<file path="src/rtl/chunked_serial_adder.sv">
// Multi-cycle adder: WIDTH-bit operands summed CHUNK bits per clock through a registered carry.
// Define CHUNKED_SERIAL_ADDER_SUB_EN to add a 'sub' port that computes A - B.
module chunked_serial_adder #(
    parameter int WIDTH = 16,
    parameter int CHUNK = 4
) (
    input  logic             clk,
    input  logic             rst_n,
    input  logic             start,
    input  logic [WIDTH-1:0] a,
    input  logic [WIDTH-1:0] b,
    input  logic             cin,
`ifdef CHUNKED_SERIAL_ADDER_SUB_EN
    input  logic             sub,
`endif
    output logic             ready,
    output logic             done,
    output logic [WIDTH-1:0] sum,
    output logic             cout,
    output logic             overflow
);

    localparam int NCHUNK = WIDTH / CHUNK;
    localparam int IDXW   = (NCHUNK > 1) ? $clog2(NCHUNK) : 1;

    if (WIDTH % CHUNK != 0) begin : g_bad_chunk
        $error("chunked_serial_adder: WIDTH must be a multiple of CHUNK");
    end

    typedef enum logic {IDLE, RUN} state_t;

    state_t           state_q, state_d;
    logic [WIDTH-1:0] a_q, a_d, b_q, b_d, shadow_q, shadow_d, sum_q, sum_d;
    logic             carry_q, carry_d, cout_q, cout_d, ovf_q, ovf_d, done_q, done_d;
    logic [IDXW-1:0]  idx_q, idx_d;
    logic [CHUNK-1:0] a_c, b_c;
    logic [CHUNK:0]   chunk_res;
    logic             last;

    always_ff @(posedge clk or negedge rst_n) begin
        if (!rst_n) begin
            state_q  <= IDLE;
            a_q      <= '0;
            b_q      <= '0;
            shadow_q <= '0;
            sum_q    <= '0;
            carry_q  <= 1'b0;
            cout_q   <= 1'b0;
            ovf_q    <= 1'b0;
            done_q   <= 1'b0;
            idx_q    <= '0;
        end else begin
            state_q  <= state_d;
            a_q      <= a_d;
            b_q      <= b_d;
            shadow_q <= shadow_d;
            sum_q    <= sum_d;
            carry_q  <= carry_d;
            cout_q   <= cout_d;
            ovf_q    <= ovf_d;
            done_q   <= done_d;
            idx_q    <= idx_d;
        end
    end

    assign last = (idx_q == IDXW'(NCHUNK - 1));

    always_comb begin
        state_d = state_q;
        case (state_q)
            IDLE:    if (start) state_d = RUN;
            RUN:     if (last)  state_d = IDLE;
            default: state_d = IDLE;
        endcase
    end

    always_comb begin
        a_d       = a_q;
        b_d       = b_q;
        carry_d   = carry_q;
        idx_d     = idx_q;
        shadow_d  = shadow_q;
        sum_d     = sum_q;
        cout_d    = cout_q;
        ovf_d     = ovf_q;
        done_d    = 1'b0;
        a_c       = '0;
        b_c       = '0;
        chunk_res = '0;
        if (state_q == IDLE && start) begin
            a_d     = a;
            b_d     = b;
            carry_d = cin;
            idx_d   = '0;
`ifdef CHUNKED_SERIAL_ADDER_SUB_EN
            // Subtraction as A + ~B + 1; overflow then naturally sees the inverted B MSB.
            if (sub) begin
                b_d     = ~b;
                carry_d = 1'b1;
            end
`endif
        end else if (state_q == RUN) begin
            for (int i = 0; i < NCHUNK; i++) begin
                if (idx_q == IDXW'(i)) begin
                    a_c = a_q[i*CHUNK +: CHUNK];
                    b_c = b_q[i*CHUNK +: CHUNK];
                end
            end
            chunk_res = {1'b0, a_c} + {1'b0, b_c} + (CHUNK+1)'(carry_q);
            for (int i = 0; i < NCHUNK; i++) begin
                if (idx_q == IDXW'(i)) shadow_d[i*CHUNK +: CHUNK] = chunk_res[CHUNK-1:0];
            end
            carry_d = chunk_res[CHUNK];
            idx_d   = idx_q + IDXW'(1);
            if (last) begin
                idx_d  = '0;
                sum_d  = shadow_d;
                cout_d = chunk_res[CHUNK];
                ovf_d  = (a_q[WIDTH-1] == b_q[WIDTH-1]) && (shadow_d[WIDTH-1] != a_q[WIDTH-1]);
                done_d = 1'b1;
            end
        end
    end

    always_comb begin
        ready = (state_q == IDLE);
    end

    assign done     = done_q;
    assign sum      = sum_q;
    assign cout     = cout_q;
    assign overflow = ovf_q;

endmodule

</file>
<file path="config.mk">
export PLATFORM = sky130hd
export DESIGN_NAME = chunked_serial_adder
export DESIGN_NICKNAME = d
export VERILOG_FILES = /design/src/rtl/chunked_serial_adder.sv
export SDC_FILE = /design/constraint.sdc
export NUM_CORES = 1
export LEC_CHECK = 0
export ABC_AREA = 1
export CORE_MARGIN = 2
export CORE_UTILIZATION = 45
export CTS_CLUSTER_SIZE = 25
export DETAILED_ROUTE_END_ITERATION = 16
export MAX_ROUTING_LAYER = met4
export PLACE_DENSITY = 0.7
export SLEW_MARGIN = 20
export SYNTH_ARGS = -nofsm -noshare
export SYNTH_HDL_FRONTEND = slang
export SYNTH_SLANG_ARGS = --single-unit
export TNS_END_PERCENT = 50
</file>
<file path="constraint.sdc">
create_clock -name clk -period 4 [get_ports clk]
set_clock_uncertainty 0.2 [all_clocks]
set_input_delay 1.2 -clock clk [delete_from_list [all_inputs] [get_ports clk]]
set_output_delay 1.2 -clock clk [all_outputs]
set_load 0.02 [all_outputs]
</file>
==> out/metrics.csv <==
stage,metric,value,unit
critical_path,worstPathCellList,inv_1 > ha_1 > a22oi_1 > o21ai_0 > o21ai_0 > fa_1 > inv_1 > fa_1 > nand2_1 > o21ai_0 > nand2_1 > o21ai_0,
placement,hpwl,4580,um
synthesis,syn_nets,357,
synthesis,seq_area_frac_synth,52.7,%
placement,dp_slack,632,ps
sta,rsz0062_at_grt,false,
clock_network,clock_latency,350,ps
layout,ff_latch_area,1700,um^2
synthesis,yosysWarnings,0,
detailed_routing,drtPass1Iterations,4,
clock_network,clkSlewWorstSetupHoldPaths,70,ps
sta,slew_headroom,50.5,%
power,power_density,950,nW/um^2
grt,grt_pass1_wl,10900,um
sta,finalCritPeriodShare,85.9,%
clock_network,post_cts.repair.setup_buffers,0,
detailed_routing,via_per_inst,4.97,
critical_path,crit_path_frequent_cell,o21ai_0,
sta,setup_viol,0,
critical_path,criticalPathCategory,register to register,
sta,timing.hold.ws,275,ps
clock_network,cts_buffer_depth,2,
clock_network,cts_buffers,9,
power,total_leakage_power,0.00192,uW
floorplanning,core_area,6870,um^2
layout,fillers,598,
synthesis,synth_top_cell_by_area,dfrtp_1,
detailed_routing,wl_per_cell,13.7,um
synthesis,syn_avg_cell_area,10.4,um^2
sta,fin_crit,3440,ps
layout,layout-drive-gt1-share,14.6,%
critical_path,crit_arrival,3440,ps
synthesis,async_reset_ff_share,100,%
synthesis,post-synth-top-count-cell,nand2_1,
floorplanning,start_util,47.0,%
power,worst_ir_drop_vdd,0.382,mV
layout,diodes,0,
clock_network,post_cts_resized,0,
sta,worst_pin_slew,742,ps
sta,hold_viol_final,0,
grt,grt_overflow,0,
detailed_routing,vias,2309,
worst_hold_path,hold_path_class,register to register,
placement,placedCellCount,451,
critical_path,cp_slowest_stage_delay,600,ps
floorplanning,num_rows,30,
placement,portBuffers,55,
detailed_routing,first_iter_violations,116,
clock_network,cts_hold_buffers,0,
synthesis,synthDistinctLibCells,28,
grt,antenna_found_initial,0,
detailed_routing,wl,6380,um
grt,track_usage,18.8,%
power,power,3820,uW
critical_path,critPathBufInv,2,
critical_path,critPathMaxFanout,17,
critical_path,end_kind,register,
synthesis,synth-edff-count,0,
floorplanning,die_w,88.7,um
floorplanning,io_pins,56,
synthesis,ys.flop_type,dfrtp_1,
clock_network,cts_htree_levels,3,
flow_run,maxCapViolCount,0,
synthesis,yosysTopAreaCellShare,52.7,%
critical_path,critPathRequiredTime,4010,ps
critical_path,cp_slowest_cell,ha_1,
layout,multi_input_area,1360,um^2
detailed_routing,final_antenna_net_count,0,
sta,finalSetupTns,0,ps
sta,fmaxAchievable,291,MHz
synthesis,synth_cells,312,
grt,grt_max_degree,39,
synthesis,netlist_top_cells_area,"dfrtp_1, mux2_4, nand2_1",
clock_network,clock_sinks,68,
grt,grt_pass1_vias,2328,
sta,postLayoutSetupSlackWorst,564,ps
critical_path,critPathTopFamily,adder cells,
layout,area_growth,24.4,%
synthesis,ys_seq_elements,68,
layout,final_nets,411,
sta,finalMaxSlewViolations,0,
synthesis,synth_top_cells_by_count,"nand2_1, dfrtp_1, o21ai_0",
clock_network,cts_tree,built,
floorplanning,die_h,88.7,um
clock_network,root_buffer,clkbuf_8,
critical_path,crit_path_start_kind,register,
synthesis,synthesis.area,3230,um^2
detailed_routing,drc_errors,0,
layout,instances_no_fill,465,
floorplanning,die_area,7880,um^2
run_status,status,"finished, final reports clean",
placement,gp_congestion,0.855,
[layout by cell type (no fill, tap or decap), types with 2 or more instances in the layout]
cell type,netlist,layout
nor2_1,8,8
mux2_4,26,26
clkdlybuf4s50_1,0,54
a21oi_1,14,14
nand3_1,16,16
or2_2,3,3
nand2_1,79,79
ha_1,7,7
o211ai_1,2,2
clkbuf_8,0,11
fa_1,2,2
o21ai_0,36,36
mux2_2,4,4
a22oi_1,7,7
dfrtp_1,68,68
inv_1,17,17
[final cells by class]
class | count | share of cell area (%)
Clock buffer | 12 | 3.86
Timing Repair Buffer | 57 | 14.3
Clock inverter | 2 | 0.871
Multi-Input combinational cell | 210 | 33.8
Tap cell | 96 | 2.99
Inverter | 20 | 1.93
Sequential cell | 68 | 42.3
[per-stage QoR]
step / utilization [%] / cell area, um^2
after floorplan: - / 3230
after global placement: 55.8 / 3830
after detailed placement: 55.8 / 3830
after CTS: 58.5 / 4020
after global routing: 58.5 / 4020
final: 58.5 / 4020
[worst register-to-register path, cell delays in order (launching register included)]
cell and delay, ps:
dfrtp_1 410, inv_1 100, ha_1 600, a22oi_1 210
o21ai_0 230, o21ai_0 160, fa_1 400, inv_1 100
fa_1 480, nand2_1 90, o21ai_0 120, nand2_1 90
o21ai_0 90
[registers in the layout, indices dropped and copies added (netlist names)]
name and cells:
state_q 1, sum 16, overflow 1, carry_q 1
a_q 16, idx_q 2, shadow_q 13, cout 1
done 1, b_q 16
[path summary, 6_finish.rpt]
check,from,endpoint,slack (ps),cells after the start
max,idx_q[1]$_DFFE_PN0P_,shadow_q[9]$_DFFE_PN0P_,560,12
min,shadow_q[7]$_DFFE_PN0P_,shadow_q[7]$_DFFE_PN0P_,270,2
max reg2reg,idx_q[1]$_DFFE_PN0P_,shadow_q[9]$_DFFE_PN0P_,560,12
min reg2reg,shadow_q[7]$_DFFE_PN0P_,shadow_q[7]$_DFFE_PN0P_,270,2
max in group asynchronous,rst_n,shadow_q[9]$_DFFE_PN0P_,2240,2
min in group asynchronous,rst_n,shadow_q[8]$_DFFE_PN0P_,710,1
[routing by layer]
layer	GRT usage [%]	up-vias	wire, um
met5	-	-	0
met1	24.8	1104	3010
li1	-	1140	-
met3	3.08	7	271
met4	8.26	0	81
met2	28.7	58	3020
[where the power goes]
part,internal (uW),total [uW],switching (uW)
combinational,891,2020,1130
sequential,1040,1240,200
clock,314,561,247
total,2240,3820,1580
[logic make-up (layout without fill, tap and decap cells)]
| family | Yosys count | in the layout | synth area share (%) |
|---|---|---|---|
| flip-flops | 68 | 68 | 52.7 |
| AO/OA/AOI/OAI | 62 | 62 | 10.6 |
| multiplexers | 30 | 30 | 13.5 |
| buffers and inverters | 34 | 91 | 5.30 |
| AND/OR/NAND/NOR | 109 | 109 | 14.1 |
| adder cells (fa/ha/maj) | 9 | 9 | 3.95 |
(Power assumes the default switching activity.)
